File: config.mk
export PLATFORM = sky130hd
export DESIGN_NAME = dram_refresh_exec
export DESIGN_NICKNAME = d
export VERILOG_FILES = /design/src/rtl/dram_refresh_exec.sv
export SDC_FILE = /design/constraint.sdc
export NUM_CORES = 1
export LEC_CHECK = 0
export ABC_AREA = 0
export CORE_UTILIZATION = 50
export DETAILED_ROUTE_END_ITERATION = 10
export PLACE_DENSITY = 0.77
export SLEW_MARGIN = 0
export SYNTH_ARGS = -nofsm -noshare
export SYNTH_HDL_FRONTEND = slang
export SYNTH_SLANG_ARGS = --single-unit
File: constraint.sdc
create_clock -name clk -period 1.7 [get_ports clk]
set_input_delay 0.425 -clock clk [delete_from_list [all_inputs] [get_ports clk]]
set_output_delay 0.425 -clock clk [all_outputs]
set_load 0.01 [all_outputs]
File: src/rtl/dram_refresh_exec.sv
// dram_refresh_exec: takes the SDRAM command bus on a refresh request, issues
// PRECHARGE ALL followed by REF_COUNT AUTO REFRESH commands with tRP/tRFC
// spacing, then pulses refresh_ack for one cycle.
module dram_refresh_exec #(
  parameter int unsigned T_RP      = 3,
  parameter int unsigned T_RFC     = 9,
  parameter int unsigned REF_COUNT = 1
) (
  input  logic clk,
  input  logic reset_n,
  input  logic enable,
  input  logic refresh_req,
  input  logic user_busy,
  output logic refresh_active,
  output logic refresh_ack,
  output logic dram_cs_n,
  output logic dram_ras_n,
  output logic dram_cas_n,
  output logic dram_we_n,
  output logic dram_a10
);

  localparam int unsigned T_MAX = (T_RP > T_RFC) ? T_RP : T_RFC;
  localparam int unsigned CNT_W = $clog2(T_MAX + 1);
  localparam int unsigned REF_W = $clog2(REF_COUNT + 1);

  localparam logic [CNT_W-1:0] TRP_LOAD  = CNT_W'(T_RP - 1);
  localparam logic [CNT_W-1:0] TRFC_LOAD = CNT_W'(T_RFC - 1);
  localparam logic [CNT_W-1:0] CNT_ONE   = CNT_W'(1);
  localparam logic [REF_W-1:0] REF_LAST  = REF_W'(REF_COUNT);
  localparam logic [REF_W-1:0] REF_ONE   = REF_W'(1);

  localparam logic [2:0] S_IDLE = 3'd0;
  localparam logic [2:0] S_WAIT = 3'd1;
  localparam logic [2:0] S_PRE  = 3'd2;
  localparam logic [2:0] S_TRP  = 3'd3;
  localparam logic [2:0] S_REF  = 3'd4;
  localparam logic [2:0] S_TRFC = 3'd5;
  localparam logic [2:0] S_DONE = 3'd6;

  // Command pin image {cs_n, ras_n, cas_n, we_n, a10}
  localparam logic [4:0] CMD_DESEL = 5'b11110;
  localparam logic [4:0] CMD_NOP   = 5'b01110;
  localparam logic [4:0] CMD_PRE   = 5'b00101;
  localparam logic [4:0] CMD_REF   = 5'b00010;

  logic [2:0]       state_q, state_d;
  logic [CNT_W-1:0] cnt_q, cnt_d;
  logic [REF_W-1:0] ref_cnt_q, ref_cnt_d;
  logic [REF_W-1:0] ref_cnt_inc;
  logic [4:0]       cmd_q, cmd_d;
  logic             active_q, active_d;
  logic             ack_q, ack_d;

  assign ref_cnt_inc = ref_cnt_q + REF_ONE;

  // Next-state, counters, and output decode of the state being entered
  always_comb begin
    state_d   = state_q;
    cnt_d     = cnt_q;
    ref_cnt_d = ref_cnt_q;
    cmd_d     = CMD_NOP;
    active_d  = 1'b1;
    ack_d     = 1'b0;

    case (state_q)
      S_IDLE: begin
        ref_cnt_d = '0;
        if (refresh_req && enable) state_d = S_WAIT;
      end
      S_WAIT: begin
        if (!enable)         state_d = S_IDLE;
        else if (!user_busy) state_d = S_PRE;
      end
      S_PRE: begin
        if (T_RP == 1) begin
          state_d = S_REF;
        end else begin
          cnt_d   = TRP_LOAD;
          state_d = S_TRP;
        end
      end
      S_TRP: begin
        cnt_d = cnt_q - CNT_ONE;
        if (cnt_q == CNT_ONE) state_d = S_REF;
      end
      S_REF: begin
        ref_cnt_d = ref_cnt_inc;
        if (T_RFC == 1) begin
          state_d = (ref_cnt_inc < REF_LAST) ? S_REF : S_DONE;
        end else begin
          cnt_d   = TRFC_LOAD;
          state_d = S_TRFC;
        end
      end
      S_TRFC: begin
        cnt_d = cnt_q - CNT_ONE;
        if (cnt_q == CNT_ONE) state_d = (ref_cnt_q < REF_LAST) ? S_REF : S_DONE;
      end
      S_DONE: begin
        state_d = S_IDLE;
      end
      default: begin
        state_d = S_IDLE;
      end
    endcase

    case (state_d)
      S_IDLE: begin
        cmd_d    = CMD_DESEL;
        active_d = 1'b0;
      end
      S_WAIT:  cmd_d = CMD_DESEL;
      S_PRE:   cmd_d = CMD_PRE;
      S_REF:   cmd_d = CMD_REF;
      S_DONE:  ack_d = 1'b1;
      default: cmd_d = CMD_NOP;
    endcase
  end

  // State, counters and registered pin image
  always_ff @(posedge clk or negedge reset_n) begin
    if (!reset_n) begin
      state_q   <= S_IDLE;
      cnt_q     <= '0;
      ref_cnt_q <= '0;
      cmd_q     <= CMD_DESEL;
      active_q  <= 1'b0;
      ack_q     <= 1'b0;
    end else begin
      state_q   <= state_d;
      cnt_q     <= cnt_d;
      ref_cnt_q <= ref_cnt_d;
      cmd_q     <= cmd_d;
      active_q  <= active_d;
      ack_q     <= ack_d;
    end
  end

  assign {dram_cs_n, dram_ras_n, dram_cas_n, dram_we_n, dram_a10} = cmd_q;
  assign refresh_active = active_q;
  assign refresh_ack    = ack_q;

endmodule
# Word level (Yosys, flattened, before mapping)
# Index checks and enable logic that the tools add are counted.
# W data, S select, Z words.
totals:
  regBits: 15
  input_bits: 5
  out_inout_bits: 7
  wordCells: 38
classes:
  addsub: 2
  n_lt_le_gt_ge: 1
  n_eq_ne: 10
  n_mux: 12
  reduce_logical: 7
ops:
  columns: ["operator", "n"]
  rows:
  - ["$pmux W3 S6", 1]
  - ["$mux W3", 5]
  - ["$pmux W5 S3", 1]
  - ["$eq A3 B3 Y1 const B", 4]
  - ["$pmux W4 S3", 1]
  - ["$eq A3 B2 Y1 const B", 3]
  - ["$eq A3 B1 Y1 const B", 2]
  - ["$logic_not A3 Y1", 2]
  - ["$eq A4 B1 Y1 const B", 1]
  - ["$reduce_or A2 Y1", 2]
  - ["$sub A4 B1 Y4 const B", 1]
  - ["$reduce_bool A3 Y1", 1]
  - ["$mux W1", 2]
  - ["$mux W2", 1]
  - ["$pmux W1 S2", 1]
  - ["$reduce_bool A2 Y1", 1]
  - ["$add A1 B1 Y1 const B", 1]
  - ["$logic_and A1 B1 Y1", 1]
  - ["$lt A1 B1 Y1 const B", 1]

# Logic depth before layout (Yosys ltp)
# Gate-level depths: netlist (run 1).
depth:
  depth_word: 7
  mapped_depth: 5
  depth_no_buf: 5

# Worst setup path after synthesis (run 1)
# OpenSTA, ideal clock, no wires.
synth_path:
  path_type: "register to register"
  from: "reg cnt_q[0]"
  to: "reg state_q[1]"
  setup_time_ns: 0.124
  arrival_ns: 1.163
  required_time_ns: 1.576
  slack_ns: 0.413
  path_stages_with_launch: 5
  n_path_buf: 0
  period_less_slack_ns: 1.287
  path_cell_list: "dfrtp_1 ha_1 and4bb_4 and3_4 a211o_1"
synth_via:
  elab_chain_len: 3
  word_cells_on_any_way: 4
  classes_between: "eq/ne (1); mux (3)"
synth_rtl:
  columns: ["item", "line", "rtl"]
  rows:
  - ["from (decl)", "48", "logic [CNT_W-1:0] cnt_q, cnt_d;"]
  - ["from (signal assigned)", "132", "cnt_q <= cnt_d;"]
  - ["$eq A4 B1 Y1 (*)", "85, 98", null]
  - ["$mux W3, on equally long branches", "98, 85", null]
  - ["$pmux W3 S6 (*)", "66", "case (state_q)"]
  - ["via state_d[1]", "47", "logic [2:0] state_q, state_d;"]
  - ["to (signal assigned)", "131", "state_q <= state_d;"]
  - ["to (decl)", "47", null]
# The timed path passes the listed nets; every way through them passes the cells marked *.
# A chain may end at the register's enable or synchronous reset.

# Worst setup path in the final report (run 1)
layout_path:
  from: "reg ack_q (netlist: refresh_ack)"
  to: "out refresh_ack"
layout_lines:
  columns: ["item", "line", "rtl"]
  rows:
  - ["from (decl)", "53", "logic ack_q, ack_d;"]
  - ["from (signal assigned)", "136", "ack_q <= ack_d;"]
  - ["to (decl)", "15", "output logic refresh_ack,"]
# No word-level cell between the ends.

==> flow_metrics.py, run 1 <==
metrics = {
    "placed_design": {
        "placement.io_buffers": 11,
        "finalWeightedCongestion": 0.7426,
        "post-dp-hpwl_um": 903.7,
        "placedCellCount": 91,
        "place_ws_ns": 0.2110,
    },
    "route": {
        "finalWirelength_mm": 1.201,
        "detailedRoute.firstPassIterationCount": 4,
        "detail_route.vias_per_cell": 5.474,
        "wire_length_per_cell_after_detailed_routing_um": 12.64,
        "remaining_drc_errors": 0,
        "remaining_antenna_violation_count_after_routing": 0,
        "dr_total_vias": 520,
        "detailedRoute.firstIterationViolations": 20,
    },
    "cts": {
        "clockBufferDepth": 2,
        "clk_root_buffer_cell": "clkbuf_4",
        "h_tree_depth": 1,
        "cts.hold.buffers_added": 0,
        "numClockSinks": 15,
        "clk-insertion-delay-late_ns": 0.29,
        "clkTransAtPathRegs_ns": 0.09,
        "cts_made_buffers": 3,
        "clock_tree_from_tritoncts": "yes",
        "post-cts-setup-buffers": 0,
    },
    "timing": {
        "layout_min_cycle_time_ns": 1.572,
        "setup_viol": 0,
        "fin_skew_ns": 0.004405,
        "grt_setup_unrepaired": "no",
        "finalHoldViolCount": 0,
        "final_critical_path_setup_slack_ns": 0.1283,
        "tightestPinTransition_ns": 0.4725,
        "fin_setup_tns_ns": 0,
        "timing_max_transition_violations_final": 0,
        "maxSlewHeadroom_pct": 68.50,
        "final.period_utilization_pct": 92.45,
        "max_clock_freq_mhz": 636.3,
    },
    "critical_path": {
        "crit_path_max_fanout": 1,
        "critical_path.cell_chain": "clkdlybuf4s50_1",
        "cpMaxStageDelayCell": "clkdlybuf4s50_1",
        "r2r_setup_slack_ns": 0.32,
        "critPathLaunchType": "flop",
        "timing.critical_path.to_type": "output port",
        "worst-endpoint-required_ns": 1.27,
        "worst-setup-path-type": "flop to output port",
        "critical_path.n_buffers_inverters": 1,
        "regToRegStartpoint": "state_q[1]$_DFF_PN0_",
        "cp_data_arrival_time_ns": 1.15,
        "timing.critical_path.max_delay_family": "buffers and inverters",
        "crit-reg2reg-capture": "state_q[1]$_DFF_PN0_",
        "worstSetupPathDepth": 1,
        "worstSetupEndpoint": "refresh_ack",
        "worst_path_largest_cell_delay_ns": 0.53,
        "startpoint_of_the_worst_setup_timing_path": "refresh_ack$_DFF_PN0_",
        "timing.reg2reg.worst_path_depth": 3,
    },
    "power": {
        "comb_power_share_pct": 39.8,
        "power.internal_mw": 0.8953,
        "relative_contribution_of_the_clock_network_to_total_power_pct": 13.5,
        "seqPwrFrac_pct": 46.7,
        "p_leak_nw": 0.3786,
        "p_total_mw": 1.480,
        "p_sw_mw": 0.5844,
        "vdd_ir_drop_max_v": 0.001149,
        "p_per_area_mw_per_mm2": 1666,
        "sw_frac_of_total_pct": 39.50,
    },
    "layout": {
        "finalNetCount": 88,
        "fin_cells": 95,
        "num-fill-cells": 116,
        "final_util_pct": 65.80,
        "final_layout_size_suffix_gt1_share_pct": 18.75,
        "ant_diodes": 0,
        "synthToLayoutAreaGrowth_pct": 17.36,
    },
    "logic_synthesis": {
        "asyncSetResetFlopFracSynth_pct": 100.0,
        "synth_fp_nets": 74,
        "dominantRegCellSynth": "dfrtp_1",
        "netlist_top_cells_count": "dfrtp_1 (11), o21ai_1 (8), nand2_1 (7), dfstp_2 (4), nand4b_1 (3)",
        "ys.warnings.count": 0,
        "yosys-top-cells-area": "dfrtp_1 (36%), dfstp_2 (14%), o21ai_1 (5.3%), xor2_4 (3.6%), nand2_1 (3.5%)",
        "yosys.cell_count.top_type": "dfrtp_1",
        "ys_seq_elements": 15,
        "synth_top_area_cell": "dfrtp_1",
        "synth.distinct_cells": 33,
        "post_syn_area_per_cell_um2": 11.30,
        "netlist.area_leader.share_pct": 36.36,
        "portion_of_the_post_synthesis_area_used_by_sequential_elements_pct": 50.25,
        "post_synth_inst_count": 67,
        "synth_edf_count": 0,
        "synth_area_um2": 757.0,
    },
    "floorplanning": {
        "start_util_pct": 56.07,
        "die_area_mm2": 0.001674,
        "fp.coreArea_mm2": 0.001350,
        "io_pins": 12,
        "placementRows": 13,
        "die_outline_width_um": 40.91,
        "floorplan.die.height_um": 40.91,
    },
    "global_routing": {
        "first_global_vias": 416,
        "global_route_congestion_overflow_total": 0,
        "grt_usage_pct": 17.57,
        "grt_start_max_net_pins": 16,
        "number_of_antenna_violations_at_the_first_check_in_global_routing": 0,
        "grt_first_pass_wirelength_mm": 1.821,
    },
    "flow_run": {
        "max_cap_viol_count": 0,
    },
    "outcome": {
        "status": "finished, final reports clean",
    },
    "worst_hold_path": {
        "hold_path.class": "input port to async pin",
    },
}
## power by group through the flow
| stage | clock [mW] | sequential (mW) | combinational [mW] |
|---|---|---|---|
| final | 0.200 | 0.691 | 0.589 |
| after global routing | 0.227 | 0.717 | 0.654 |
| after detailed placement | 0 | 0.698 | 0.609 |
| after CTS | 0.211 | 0.690 | 0.594 |
| after floorplan | 0 | 0.610 | 0.538 |
| after global placement | 0 | 0.693 | 0.594 |
## cells in the final DEF, fill, tap and decap left out, types with 2 or more instances in the layout
master,count
o21ai_1,8
clkdlybuf4s50_1,7
nand2_1,7
dfrtp_1,11
nand2b_1,2
dlygate4sd2_1,4
clkbuf_4,3
nand3b_1,2
ha_1,2
dfstp_2,4
inv_1,2
nand4b_1,3
a21oi_1,2
## registers in the layout, summed over array words and instances (netlist names)
name and cells:
cmd_q 5, refresh_ack 1, ref_cnt_q 1, refresh_active 1, state_q 3, cnt_q 4
## cells by family (layout without fill, tap and decap cells)
kind of cell             Yosys count  in the layout  synth area share, %
flip-flops                        15             15                50.25
multiplexers                       1              1                1.322
XOR/XNOR                           2              2                4.794
AND/OR/NAND/NOR                   27             27                24.63
buffers and inverters              6             19                5.123
adder cells (fa/ha/maj)            2              2                3.305
AO/OA/AOI/OAI                     14             14                10.58
## how the worst min path moves through the flow
stage,start,to
floorplan,reset_n,cmd_q[0]$_DFF_PN0_
CTS,reset_n,cnt_q[0]$_DFFE_PN0P_
global placement,cnt_q[0]$_DFFE_PN0P_,cnt_q[0]$_DFFE_PN0P_
finish,reset_n,cnt_q[0]$_DFFE_PN0P_
detailed placement,cnt_q[0]$_DFFE_PN0P_,cnt_q[0]$_DFFE_PN0P_
global route,reset_n,cnt_q[0]$_DFFE_PN0P_
## cell type report
cell class	instances	area (µm²)	area share [%]
repair buffers	12	112.6	12.68
flip-flops and latches	15	380.4	42.82
well taps	15	18.77	2.113
inverters	3	11.26	1.268
multi-input cells	46	337.8	38.03
clock inverters	1	5.005	0.5634
clock buffers	3	22.52	2.535
## through the flow
step | hold WS, ns | cell area, µm²
after floorplan | 0.1294 | 757.0
after global placement | 0.5170 | 865.8
after detailed placement | 0.5248 | 865.8
after CTS | 0.4400 | 888.4
after global routing | 0.4599 | 888.4
final | 0.4421 | 888.4
## layer usage
layer | vias up | wire [µm] | track usage [%] | share of wire, %
li1 | 266 | - | - | -
met1 | 236 | 587 | 24.83 | 49
met2 | 15 | 527 | 22.27 | 44
met3 | 3 | 75 | 9.783 | 6.2
met4 | 0 | 10 | 5.000 | 0.83
met5 | - | 0 | 0 | 0
## repair_timing
action                     4_1_cts  5_1_grt
hold endpoints to repair         0        0
setup endpoints to repair        4        0
resized for setup                4        0
(Power assumes the default switching activity.)
==> inputs of run 2 (changes only) <==
--- a/config.mk
+++ b/config.mk
@@ -6,9 +6,11 @@
 export NUM_CORES = 1
 export LEC_CHECK = 0
 export ABC_AREA = 0
-export CORE_UTILIZATION = 50
+export CORE_UTILIZATION = 58
 export DETAILED_ROUTE_END_ITERATION = 10
-export PLACE_DENSITY = 0.77
+export DONT_BUFFER_PORTS = 1
+export GPL_TIMING_DRIVEN = 0
+export PLACE_DENSITY = 0.76
 export SLEW_MARGIN = 0
 export SYNTH_ARGS = -nofsm -noshare
 export SYNTH_HDL_FRONTEND = slang
==> flow_metrics.py, run 2 (same netlist as run 1, synthesis figures left out) <==
metrics = {
    "cts": {
        "clkTransAtPathRegs_ns": 0.08,
        "total_of_cells_resized_after_clock_tree_synthesis": 0,
        "clk-insertion-delay-late_ns": 0.28,
        "numClockSinks": 15,
        "clk_root_buffer_cell": "clkbuf_4",
        "cts_made_buffers": 3,
        "clockBufferDepth": 2,
        "h_tree_depth": 1,
        "clock_tree_from_tritoncts": "yes",
    },
    "layout": {
        "fin_cells": 86,
        "largest_register_ff_count": 5,
        "finalNetCount": 80,
        "num-fill-cells": 72,
        "mostFrequentLayoutCell": "dfrtp_1",
        "final_util_pct": 70.13,
        "final_layout_size_suffix_gt1_share_pct": 22.22,
        "synthToLayoutAreaGrowth_pct": 7.107,
        "multi_input_comb_area_um2": 337.8,
        "ant_diodes": 0,
        "layout_top_registers": "cmd_q: 5 flops, cnt_q: 4 flops, state_q: 3 flops",
        "final-seq-area_um2": 380.4,
        "regMostFlops": "cmd_q",
        "final_cell_mix": "dfrtp_1 (11), o21ai_1 (8), nand2_1 (7), dfstp_2 (4)",
        "finish.instance_area_um2": 810.8,
    },
    "floorplanning": {
        "placementRows": 12,
        "die_area_mm2": 0.001454,
        "io_pins": 12,
        "fp.coreArea_mm2": 0.001156,
        "die_outline_width_um": 38.13,
        "start_util_pct": 65.48,
        "floorplan.die.height_um": 38.13,
    },
    "critical_path": {
        "timing.critical_path.to_type": "flop",
        "worst-endpoint-required_ns": 1.87,
        "worst-setup-path-type": "flop to flop",
        "crit_path_max_fanout": 5,
        "critPathLaunchType": "flop",
        "regToRegStartpoint": "cnt_q[0]$_DFFE_PN0P_",
        "r2r_setup_slack_ns": 0.31,
        "timing.reg2reg.worst_path_depth": 4,
        "crit-reg2reg-capture": "state_q[1]$_DFF_PN0_",
        "cp_data_arrival_time_ns": 1.56,
        "startpoint_of_the_worst_setup_timing_path": "cnt_q[0]$_DFFE_PN0P_",
    },
    "power": {
        "p_leak_nw": 0.3518,
        "vdd_ir_drop_max_v": 0.0009055,
        "p_per_area_mw_per_mm2": 1835,
        "p_total_mw": 1.488,
    },
    "worst_hold_path": {
        "hold_path.class": "input port to flop",
        "worstHoldEndpoint": "state_q[0]$_DFF_PN0_",
        "hold_path_startpoint": "enable",
        "hold_depth": 2,
    },
    "global_routing": {
        "grt_first_pass_wirelength_mm": 2.242,
        "global_route_congestion_overflow_total": 0,
        "number_of_antenna_violations_at_the_first_check_in_global_routing": 0,
        "first_global_vias": 502,
        "grt_start_max_net_pins": 16,
        "grt_usage_pct": 23.00,
    },
    "timing": {
        "setup_viol": 0,
        "final.period_utilization_pct": 81.75,
        "layout_min_cycle_time_ns": 1.390,
        "final_critical_path_setup_slack_ns": 0.3102,
        "worst_hold_slack_ns": 0.2698,
        "fin_setup_tns_ns": 0,
        "fin_skew_ns": 0.0006865,
        "max_clock_freq_mhz": 719.5,
        "timing_max_transition_violations_final": 0,
        "finalHoldViolCount": 0,
        "maxSlewHeadroom_pct": 57.16,
        "tightestPinTransition_ns": 0.6405,
        "grt_setup_unrepaired": "no",
    },
    "placed_design": {
        "finalWeightedCongestion": 0.8023,
        "place_ws_ns": 0.3185,
        "placement.io_buffers": 0,
        "placedInstanceArea_um2": 774.5,
        "post-dp-hpwl_um": 899.2,
        "placedCellCount": 81,
    },
    "outcome": {
        "status": "finished, final reports clean",
    },
    "flow_run": {
        "max_cap_viol_count": 0,
    },
    "route": {
        "remaining_antenna_violation_count_after_routing": 0,
        "detail_route.vias_per_cell": 5.953,
        "wire_length_per_cell_after_detailed_routing_um": 15.14,
        "finalWirelength_mm": 1.302,
        "dr_total_vias": 512,
        "detailedRoute.firstPassIterationCount": 4,
        "remaining_drc_errors": 0,
        "detailedRoute.firstIterationViolations": 10,
    },
}
run 2: cell types whose count changed in the layout (fill, tap and decap cells not counted):
| cell | delta |
|---|---|
| clkbuf_1 | +1 |
| buf_4 | -1 |
| dlygate4sd3_1 | +1 |
| clkinv_2 | -1 |
| buf_2 | +1 |
| buf_6 | +2 |
| dlygate4sd2_1 | -4 |
| clkdlybuf4s50_1 | -7 |
run 2: repair_timing:
item,4_1_cts,5_1_grt
endpoints found under the hold margin,15,0
setup buffers,0,0
hold buffers,1,0
endpoints found under the setup margin,0,0
run 2: final cells by class:
class / instances / area share (%)
Sequential cell: 15 / 46.91
Multi-Input combinational cell: 46 / 41.67
Buffer: 3 / 3.395
Clock buffer: 4 / 3.241
Tap cell: 14 / 2.160
Inverter: 3 / 1.389
Timing Repair Buffer: 1 / 1.235
run 2: worst max path at each step:
stage,slack (ns),end,cells past startpoint
2_1_floorplan,0.41,state_q[1]$_DFF_PN0_,4
3_3_place_gp,0.35,state_q[1]$_DFF_PN0_,4
3_5_place_dp,0.32,state_q[1]$_DFF_PN0_,4
4_1_cts,0.31,state_q[1]$_DFF_PN0_,4
5_1_grt,0.27,state_q[1]$_DFF_PN0_,4
6_report,0.31,state_q[1]$_DFF_PN0_,4
run 2: critical path, stage by stage, from the launching register on:
cell and delay (ns):
dfrtp_1 0.44, ha_1 0.24, and4bb_4 0.21, and3_4 0.17, a211o_1 0.22
run 2: power by group:
part / switching [mW] / total, mW / internal, mW
Sequential: 0.131 / 0.635 / 0.504
Combinational: 0.356 / 0.654 / 0.298
Clock: 0.108 / 0.199 / 0.0910
Total: 0.596 / 1.49 / 0.892
run 2: per-layer routing:
layer / track usage, % / up-vias / routed length [µm]
met3: 7.558 / 0 / 62
met1: 31.15 / 247 / 609
met5: 0 / - / 0
met2: 35.59 / 14 / 631
li1: - / 251 / -
met4: 5.357 / 0 / 0
==> inputs of run 3 (changes only) <==
==> constraint.sdc (replaced) <==
create_clock -name clk -period 1.3 [get_ports clk]
set_input_delay 0.325 -clock clk [delete_from_list [all_inputs] [get_ports clk]]
set_output_delay 0.325 -clock clk [all_outputs]
set_load 0.01 [all_outputs]
==> flow_metrics.py, run 3 (same netlist as run 1, synthesis figures left out) <==
metrics = {
    "global_routing": {
        "global_route_congestion_overflow_total": 0,
        "grt_first_pass_wirelength_mm": 2.304,
        "first_global_vias": 506,
        "grt_usage_pct": 23.75,
        "number_of_antenna_violations_at_the_first_check_in_global_routing": 0,
        "grt_start_max_net_pins": 16,
    },
    "timing": {
        "grt_setup_unrepaired": "yes",
        "tightestPinTransition_ns": 0.6381,
        "fin_skew_ns": 0.001404,
        "timing_max_transition_violations_final": 0,
        "setup_viol": 0,
        "finalHoldViolCount": 0,
        "fin_setup_tns_ns": 0,
        "maxSlewHeadroom_pct": 57.32,
        "layout_min_cycle_time_ns": 1.283,
        "max_clock_freq_mhz": 779.2,
        "final.period_utilization_pct": 98.73,
    },
    "critical_path": {
        "timing.critical_path.to_type": "flop",
        "cp_data_arrival_time_ns": 1.45,
        "crit-reg2reg-capture": "state_q[1]$_DFF_PN0_",
        "timing.reg2reg.worst_path_depth": 4,
        "r2r_setup_slack_ns": 0.02,
        "critPathLaunchType": "flop",
        "regToRegStartpoint": "cnt_q[0]$_DFFE_PN0P_",
        "crit_path_max_fanout": 2,
        "worst-endpoint-required_ns": 1.47,
        "worst-setup-path-type": "flop to flop",
    },
    "floorplanning": {
        "fp.coreArea_mm2": 0.001156,
        "io_pins": 12,
        "placementRows": 12,
        "floorplan.die.height_um": 38.13,
        "start_util_pct": 65.48,
        "die_area_mm2": 0.001454,
        "die_outline_width_um": 38.13,
    },
    "layout": {
        "num-fill-cells": 73,
        "final_cell_mix": "dfrtp_1 (11), o21ai_1 (8), nand2_1 (7), dfstp_2 (4)",
        "largest_register_ff_count": 5,
        "final_layout_size_suffix_gt1_share_pct": 28.00,
        "regMostFlops": "cmd_q",
        "finalNetCount": 83,
        "layout_top_registers": "cmd_q: 5 flops, cnt_q: 4 flops, state_q: 3 flops",
        "multi_input_comb_area_um2": 340.3,
        "ant_diodes": 0,
        "final-seq-area_um2": 380.4,
        "synthToLayoutAreaGrowth_pct": 10.41,
        "finish.instance_area_um2": 835.8,
        "mostFrequentLayoutCell": "dfrtp_1",
    },
    "route": {
        "detailedRoute.firstPassIterationCount": 4,
        "finalWirelength_mm": 1.381,
        "remaining_drc_errors": 0,
        "remaining_antenna_violation_count_after_routing": 0,
        "wire_length_per_cell_after_detailed_routing_um": 15.52,
        "dr_total_vias": 544,
        "detail_route.vias_per_cell": 6.112,
        "detailedRoute.firstIterationViolations": 16,
    },
    "cts": {
        "cts_made_buffers": 3,
        "clockBufferDepth": 2,
        "clk_root_buffer_cell": "clkbuf_4",
        "numClockSinks": 15,
        "clkTransAtPathRegs_ns": 0.09,
        "h_tree_depth": 1,
        "clk-insertion-delay-late_ns": 0.28,
        "clock_tree_from_tritoncts": "yes",
    },
    "flow_run": {
        "max_cap_viol_count": 0,
    },
    "worst_hold_path": {
        "hold_path.class": "input port to flop",
        "hold_depth": 2,
        "worstHoldEndpoint": "state_q[0]$_DFF_PN0_",
        "hold_path_startpoint": "enable",
    },
    "power": {
        "vdd_ir_drop_max_v": 0.001257,
        "p_leak_nw": 0.3644,
        "p_per_area_mw_per_mm2": 2425,
    },
    "outcome": {
        "status": "finished, final reports clean",
    },
    "placed_design": {
        "finalWeightedCongestion": 0.8023,
        "post-dp-hpwl_um": 899.2,
        "placement.io_buffers": 0,
        "placedInstanceArea_um2": 774.5,
    },
}
==> run 3: per-stage QoR <==
step	power, mW	cells	setup WS [ns]	util [%]	hold WS [ns]
after floorplan	1.501	67	0.01279	-	0.02941
after global placement	1.641	81	-0.05003	66.99	0.02967
after detailed placement	1.673	81	-0.08151	66.99	0.02974
after CTS	1.979	87	0.001361	71.00	0.1722
after global routing	2.178	89	-0.01204	72.29	0.1742
final	2.027	89	0.01657	72.29	0.1697
==> run 3: worst max-delay path: stages, from the launching register on <==
cell,delay (ns)
dfrtp_1,0.40
ha_2,0.19
and4bb_4,0.19
and3_4,0.17
a211o_1,0.22
==> run 3: layer usage <==
metal | routed length [µm] | vias up | track usage [%]
li1 | - | 255 | -
met1 | 654 | 262 | 33.08
met2 | 636 | 27 | 36.02
met3 | 90 | 0 | 7.558
met4 | 0 | 0 | 5.357
met5 | 0 | - | 0
==> run 3: cell type report <==
type                    count  share of cell area (%)
repair buffers              4                   3.892
plain buffers               3                   3.293
inverters                   3                   1.347
clock buffers               4                   3.144
flip-flops and latches     15                   45.51
multi-input cells          46                   40.72
well taps                  14                   2.096
==> run 3: repair_timing <==
item                                   CTS  global route
hold buffers                             1             0
pin swaps                                0             1
cloned                                   0             0
endpoints found under the hold margin   15             0
gates resized for setup                  2             0
setup buffers                            1             2
setup endpoints to repair                1             1
==> run 3: worst max-delay path by stage <==
stage	start	endpoint	slack, ns	cells past startpoint
floorplan	cnt_q[0]$_DFFE_PN0P_	state_q[1]$_DFF_PN0_	0.01	4
global placement	cnt_q[0]$_DFFE_PN0P_	state_q[1]$_DFF_PN0_	-0.05	4
detailed placement	cnt_q[0]$_DFFE_PN0P_	state_q[1]$_DFF_PN0_	-0.08	4
CTS	cnt_q[0]$_DFFE_PN0P_	state_q[1]$_DFF_PN0_	0.001	4
global route	cnt_q[1]$_DFFE_PN0P_	state_q[1]$_DFF_PN0_	-0.01	5
finish	cnt_q[0]$_DFFE_PN0P_	state_q[1]$_DFF_PN0_	0.02	4
==> run 3: power breakdown <==
group          leakage, nW  switching (mW)  internal [mW]  total (mW)
sequential           0.181           0.164          0.659       0.823
clock               0.0150           0.144          0.119       0.263
combinational        0.168           0.505          0.436       0.941
total                0.364           0.812           1.21        2.03
